==> config.mk <==
export PLATFORM = sky130hd
export DESIGN_NAME = serv_immseq
export DESIGN_NICKNAME = d
export VERILOG_FILES = /design/src/rtl/serv_immseq.sv
export SDC_FILE = /design/constraint.sdc
export NUM_CORES = 1
export LEC_CHECK = 0
export ABC_AREA = 1
export CAP_MARGIN = 30
export CORE_UTILIZATION = 33
export DETAILED_ROUTE_END_ITERATION = 8
export GPL_TIMING_DRIVEN = 0
export PLACE_DENSITY = 0.79
export SYNTH_ARGS = -nofsm -noshare
export SYNTH_HDL_FRONTEND = slang
export SYNTH_SLANG_ARGS = --single-unit
==> constraint.sdc <==
create_clock -name i_clk -period 1.7 [get_ports i_clk]
set_input_delay 0.255 -clock i_clk [delete_from_list [all_inputs] [get_ports i_clk]]
set_output_delay 0.255 -clock i_clk [all_outputs]
set_load 0.02 [all_outputs]
==> src/rtl/serv_immseq.sv <==
// Sequencer for the bit-serial immediate decoder: classifies one instruction word,
// runs the 32-cycle shift window and holds a done flag until the core acknowledges it.
module serv_immseq #(
  parameter bit WITH_CSR = 1'b1
) (
  input  logic        i_clk,
  input  logic        i_rst_n,
  input  logic        i_ibus_ack,
  input  logic [31:0] i_ibus_rdt,
  output logic        o_ready,
  output logic        o_wb_en,
  output logic [24:0] o_wb_rdt,
  output logic        o_cnt_en,
  output logic        o_cnt_done,
  output logic [4:0]  o_cnt,
  output logic [3:0]  o_immdec_en,
  output logic [3:0]  o_ctrl,
  output logic        o_csr_imm_en,
  output logic        o_illegal,
  output logic        o_done,
  input  logic        i_done_ack
);

  // Handshake: a word is taken only when i_ibus_ack and o_ready are both high in the
  // same cycle; o_done stays high until the cycle i_done_ack is seen, and any ack
  // arriving while the sequencer is busy is discarded.
  typedef enum logic [1:0] {
    S_IDLE = 2'd0,
    S_RUN  = 2'd1,
    S_DONE = 2'd2
  } state_t;

  state_t      state, state_nxt;
  logic [4:0]  cnt;
  logic [3:0]  en_r, ctrl_r;
  logic        csr_r, ill_r;
  logic [4:0]  opcode;
  logic [3:0]  dec_en, dec_ctrl;
  logic        dec_csr, dec_ill;
  logic        accept;

  assign opcode = i_ibus_rdt[6:2];
  assign accept = i_ibus_ack && (state == S_IDLE);

  always_comb begin
    dec_en   = 4'b0000;
    dec_ctrl = 4'b0000;
    dec_csr  = 1'b0;
    dec_ill  = 1'b0;
    if (i_ibus_rdt[1:0] != 2'b11) begin
      dec_ill = 1'b1;
    end else begin
      case (opcode)
        5'b00000, 5'b00100, 5'b11001: begin dec_en = 4'b1100; dec_ctrl = 4'b1010; end
        5'b01000:                     begin dec_en = 4'b1001; dec_ctrl = 4'b0011; end
        5'b11000:                     begin dec_en = 4'b1001; dec_ctrl = 4'b0101; end
        5'b01101, 5'b00101:           begin dec_en = 4'b1110; dec_ctrl = 4'b0000; end
        5'b11011:                     begin dec_en = 4'b1110; dec_ctrl = 4'b1000; end
        5'b01100, 5'b00011:           begin dec_en = 4'b0000; dec_ctrl = 4'b0000; end
        5'b11100: begin
          // funct3[2] selects the CSR immediate forms; the others carry no immediate
          if (i_ibus_rdt[14]) begin
            if (WITH_CSR) begin
              dec_en  = 4'b0010;
              dec_csr = 1'b1;
            end else begin
              dec_ill = 1'b1;
            end
          end
        end
        default: dec_ill = 1'b1;
      endcase
    end
  end

  always_comb begin
    state_nxt = state;
    case (state)
      S_IDLE: if (i_ibus_ack) state_nxt = dec_ill ? S_DONE : S_RUN;
      S_RUN:  if (cnt == 5'd31) state_nxt = S_DONE;
      S_DONE: if (i_done_ack) state_nxt = S_IDLE;
      default: state_nxt = S_IDLE;
    endcase
  end

  always_ff @(posedge i_clk) begin
    if (!i_rst_n) begin
      state  <= S_IDLE;
      cnt    <= 5'd0;
      en_r   <= 4'b0000;
      ctrl_r <= 4'b0000;
      csr_r  <= 1'b0;
      ill_r  <= 1'b0;
    end else begin
      state <= state_nxt;
      if (accept) begin
        en_r   <= dec_en;
        ctrl_r <= dec_ctrl;
        csr_r  <= dec_csr;
        ill_r  <= dec_ill;
      end else if ((state == S_DONE) && i_done_ack) begin
        en_r   <= 4'b0000;
        ctrl_r <= 4'b0000;
        csr_r  <= 1'b0;
        ill_r  <= 1'b0;
      end
      // Counter wraps 31 -> 0 on the last RUN cycle, so it is zero again in DONE
      if (state == S_RUN) cnt <= cnt + 5'd1;
    end
  end

  assign o_ready      = (state == S_IDLE);
  assign o_wb_en      = accept;
  assign o_wb_rdt     = i_ibus_rdt[31:7];
  assign o_cnt_en     = (state == S_RUN);
  assign o_cnt_done   = (state == S_RUN) && (cnt == 5'd31);
  assign o_cnt        = cnt;
  assign o_immdec_en  = en_r;
  assign o_ctrl       = ctrl_r;
  assign o_csr_imm_en = csr_r;
  assign o_illegal    = ill_r;
  assign o_done       = (state == S_DONE);

endmodule
==> flow_metrics.py <==
metrics = {
    "route": {
        "post-route-drc-count": 0,
        "vias_per_cell": 4.266,
        "firstDrtPassIters": 4,
        "final_antenna_net_count": 0,
        "sum_of_routed_wire_length_over_all_layers_um": 2378,
        "dr_total_vias": 1105,
        "drt-initial-drc-count": 14,
        "wire_per_inst_um": 9.181,
    },
    "floorplan": {
        "die_h_um": 58.74,
        "io_pins": 81,
        "core_area_um2": 3053,
        "area_of_the_die_um2": 3450,
        "die-width_um": 58.74,
        "start_util": 0.3480,
        "rows": 20,
    },
    "grt": {
        "grt_max_degree": 11,
        "grt_pass1_vias": 839,
        "grt_first_pass_wirelength_um": 3470,
        "globalRoute.totalOverflow": 0,
        "initial_antenna_violation_count": 0,
        "grt_use_total": 0.1311,
    },
    "yosys": {
        "mean_instance_size_in_the_synthesized_netlist_um2": 7.082,
        "synth_commonest_cells": "sky130_fd_sc_hd__nand2_1, sky130_fd_sc_hd__buf_4, sky130_fd_sc_hd__inv_1, sky130_fd_sc_hd__dfxtp_1, sky130_fd_sc_hd__nor2_1",
        "synth_area_um2": 1062,
        "ys_types": 23,
        "synth_seq_cells": 17,
        "post_synth_net_total": 188,
        "post_synthesis_sequential_area_ratio": 0.3204,
        "synthesis_warnings": 0,
        "async_s_r_ff_share_synth": 0,
        "syn_inst": 150,
        "synth.area.top_cells": "sky130_fd_sc_hd__dfxtp_1, sky130_fd_sc_hd__buf_4, sky130_fd_sc_hd__nand2_1",
        "yosys.cell_count.top_type": "sky130_fd_sc_hd__nand2_1",
        "synth.largest_area_cell": "sky130_fd_sc_hd__dfxtp_1",
        "synth-edff-count": 0,
        "yosysTopAreaCellShare": 0.3204,
        "synth_top_flop_cell": "sky130_fd_sc_hd__dfxtp_1",
    },
    "sta": {
        "layout_worst_path_cycle_share": 1.016,
        "unrepaired_setup_endpoints_after_global_routing": "yes",
        "worst_pin_slew_ps": 282.5,
        "fmaxAchievable_ghz": 0.5792,
        "finalSetupViolations": 1,
        "report.final.hold_viol_count": 0,
        "setup_tns_ps": -26.66,
        "worst_clock_skew_ps": 1.267,
        "final_max_slew_viol_count": 0,
        "max-slew-margin-rel": 0.8105,
        "setup_ws_ps": -26.66,
        "period_minus_slack_ps": 1727,
    },
    "power_and_ir_drop": {
        "cell_internal_pwr_uw": 777.2,
        "pwr-share-seq": 0.380,
        "power_mw": 1.236,
        "pwr-share-comb": 0.444,
        "pwr-share-clk": 0.176,
        "cellLeakagePower_nw": 0.8115,
        "power.switching_fraction": 0.3713,
        "powerDensity_nw_per_um2": 699.3,
        "worst_ir_drop_vdd_v": 0.0005882,
        "power_switching_uw": 459.1,
    },
    "critical_path": {
        "critical_path_class": "flop to output pin",
        "arrival_ps": 1470,
        "reg2reg_slack_ps": 150,
        "critical_path.max_fanout": 3,
        "reg2regPathDepth": 11,
        "timing.critical_path.required_ps": 1440,
        "critPathLaunchType": "flop",
        "cp-end-kind": "output pin",
    },
    "finish": {
        "layout-drive-gt1-share": 0.2651,
        "antenna_cells": 0,
        "design.final.nets": 254,
        "area_delta_synth_final_pct": 66.43,
    },
    "place": {
        "hpwl_um": 1815,
        "pre_cts_ws_ps": -238.9,
        "place.gp.congestion": 0.7494,
        "count_of_buffers_inserted_at_the_top_level_ports": 56,
    },
    "cts": {
        "clock_pin_slew_reported_for_the_worst_setup_and_hold_paths_after_clock_tree_synthesis_ps": 100,
        "clkLatencyLatePin_ps": 290,
        "clock_sink_count": 17,
        "numCtsBuffers": 3,
        "h-tree-depth": 1,
        "root_buffer": "sky130_fd_sc_hd__clkbuf_4",
        "cts_tree": "done",
        "ctsLongestPathBuffers": 2,
    },
    "run_status": {
        "violations": "setup timing",
        "status": "complete, but fails checks",
    },
    "worst_hold_path": {
        "min_path_cells": 2,
        "min_path_type": "flop to flop",
    },
    "job": {
        "maxCapViolations": 0,
    },
}
[cell usage in the layout (no fill, tap or decap), types with 2 or more instances in the layout]
cell	instances
sky130_fd_sc_hd__clkbuf_4	3
sky130_fd_sc_hd__dfxtp_1	15
sky130_fd_sc_hd__inv_2	4
sky130_fd_sc_hd__clkdlybuf4s50_1	50
sky130_fd_sc_hd__buf_4	30
sky130_fd_sc_hd__dfxtp_4	2
sky130_fd_sc_hd__nand2_2	2
sky130_fd_sc_hd__nor3_1	2
sky130_fd_sc_hd__nor2_2	4
sky130_fd_sc_hd__o21ai_0	6
sky130_fd_sc_hd__nand2_1	30
sky130_fd_sc_hd__nor2_1	11
sky130_fd_sc_hd__inv_1	16
sky130_fd_sc_hd__nand3_1	10
sky130_fd_sc_hd__a21oi_1	10
sky130_fd_sc_hd__dlygate4sd2_1	5
[metrics by stage]
stage	utilization	std cells	hold slack, ps	area, um^2
5_1_grt	0.5791	259	490.7	1768
2_1_floorplan	-	150	352.6	1062
3_5_place_dp	0.5496	250	456.2	1678
3_3_place_gp	0.5496	250	452.8	1678
6_report	0.5791	259	466.8	1768
4_1_cts	0.5582	254	472.6	1704
[logic make-up (layout without fill, tap and decap cells)]
group | Yosys count | count (layout) | synth area share
DFF | 17 | 17 | 0.3204
and+or+nand+nor | 65 | 65 | 0.2945
AOI/OAI and AO/OA | 20 | 20 | 0.1107
buffers and inverters | 46 | 111 | 0.2509
adders and majority gates | 2 | 2 | 0.02355
[worst max-delay path: stages, from the launching register on]
cell	delay [ps]
sky130_fd_sc_hd__dfxtp_4	390
sky130_fd_sc_hd__ha_4	140
sky130_fd_sc_hd__inv_2	40
sky130_fd_sc_hd__nor3_2	180
sky130_fd_sc_hd__ha_2	190
sky130_fd_sc_hd__inv_2	40
sky130_fd_sc_hd__nor2_2	90
sky130_fd_sc_hd__buf_6	120
[metal layers]
layer  up-vias  share of wire  track usage
li1        579              -            -
met1       476           0.42       0.1463
met2        46           0.49       0.2338
met3         4          0.082      0.04396
met4         0         0.0084      0.04082
met5         -              0            0
[power groups by stage]
| stage | logic, mW | registers, mW | clock network [mW] |
|---|---|---|---|
| detailed placement | 0.542 | 0.471 | 0 |
| finish | 0.549 | 0.469 | 0.218 |
| CTS | 0.525 | 0.465 | 0.230 |
| global route | 0.599 | 0.473 | 0.244 |
| global placement | 0.538 | 0.471 | 0 |
| floorplan | 0.306 | 0.493 | 0 |
[final cells by class]
type / count / area [um^2]
buffer: 25 / 187.7
clock buffer: 3 / 22.52
clock inverter: 1 / 5.005
fill: 310 / 1285
inverter: 21 / 78.83
multi-input combinational: 87 / 478.0
sequential: 17 / 347.8
tap: 44 / 55.05
timing repair buffer: 61 / 593.1
[path summary, 6_finish.rpt]
path,from,endpoint
hold / removal,o_csr_imm_en,o_csr_imm_en
setup / recovery,o_cnt[1],o_cnt_done
setup reg to reg,o_cnt[1],state[1]
hold reg to reg,o_csr_imm_en,o_csr_imm_en
[registers in the layout (all words and copies together), names as in the netlist]
| name | count |
|---|---|
| state | 2 |
| o_ctrl | 4 |
| o_immdec_en | 4 |
| o_illegal | 1 |
| o_cnt | 5 |
| o_csr_imm_en | 1 |
[what timing repair did]
item	CTS	global route
resized for setup	13	9
endpoints found under the setup margin	6	1
pin swaps	0	4
buffers inserted	0	5
cloned	0	0
hold buffers	0	0
(Power assumes the default switching activity.)
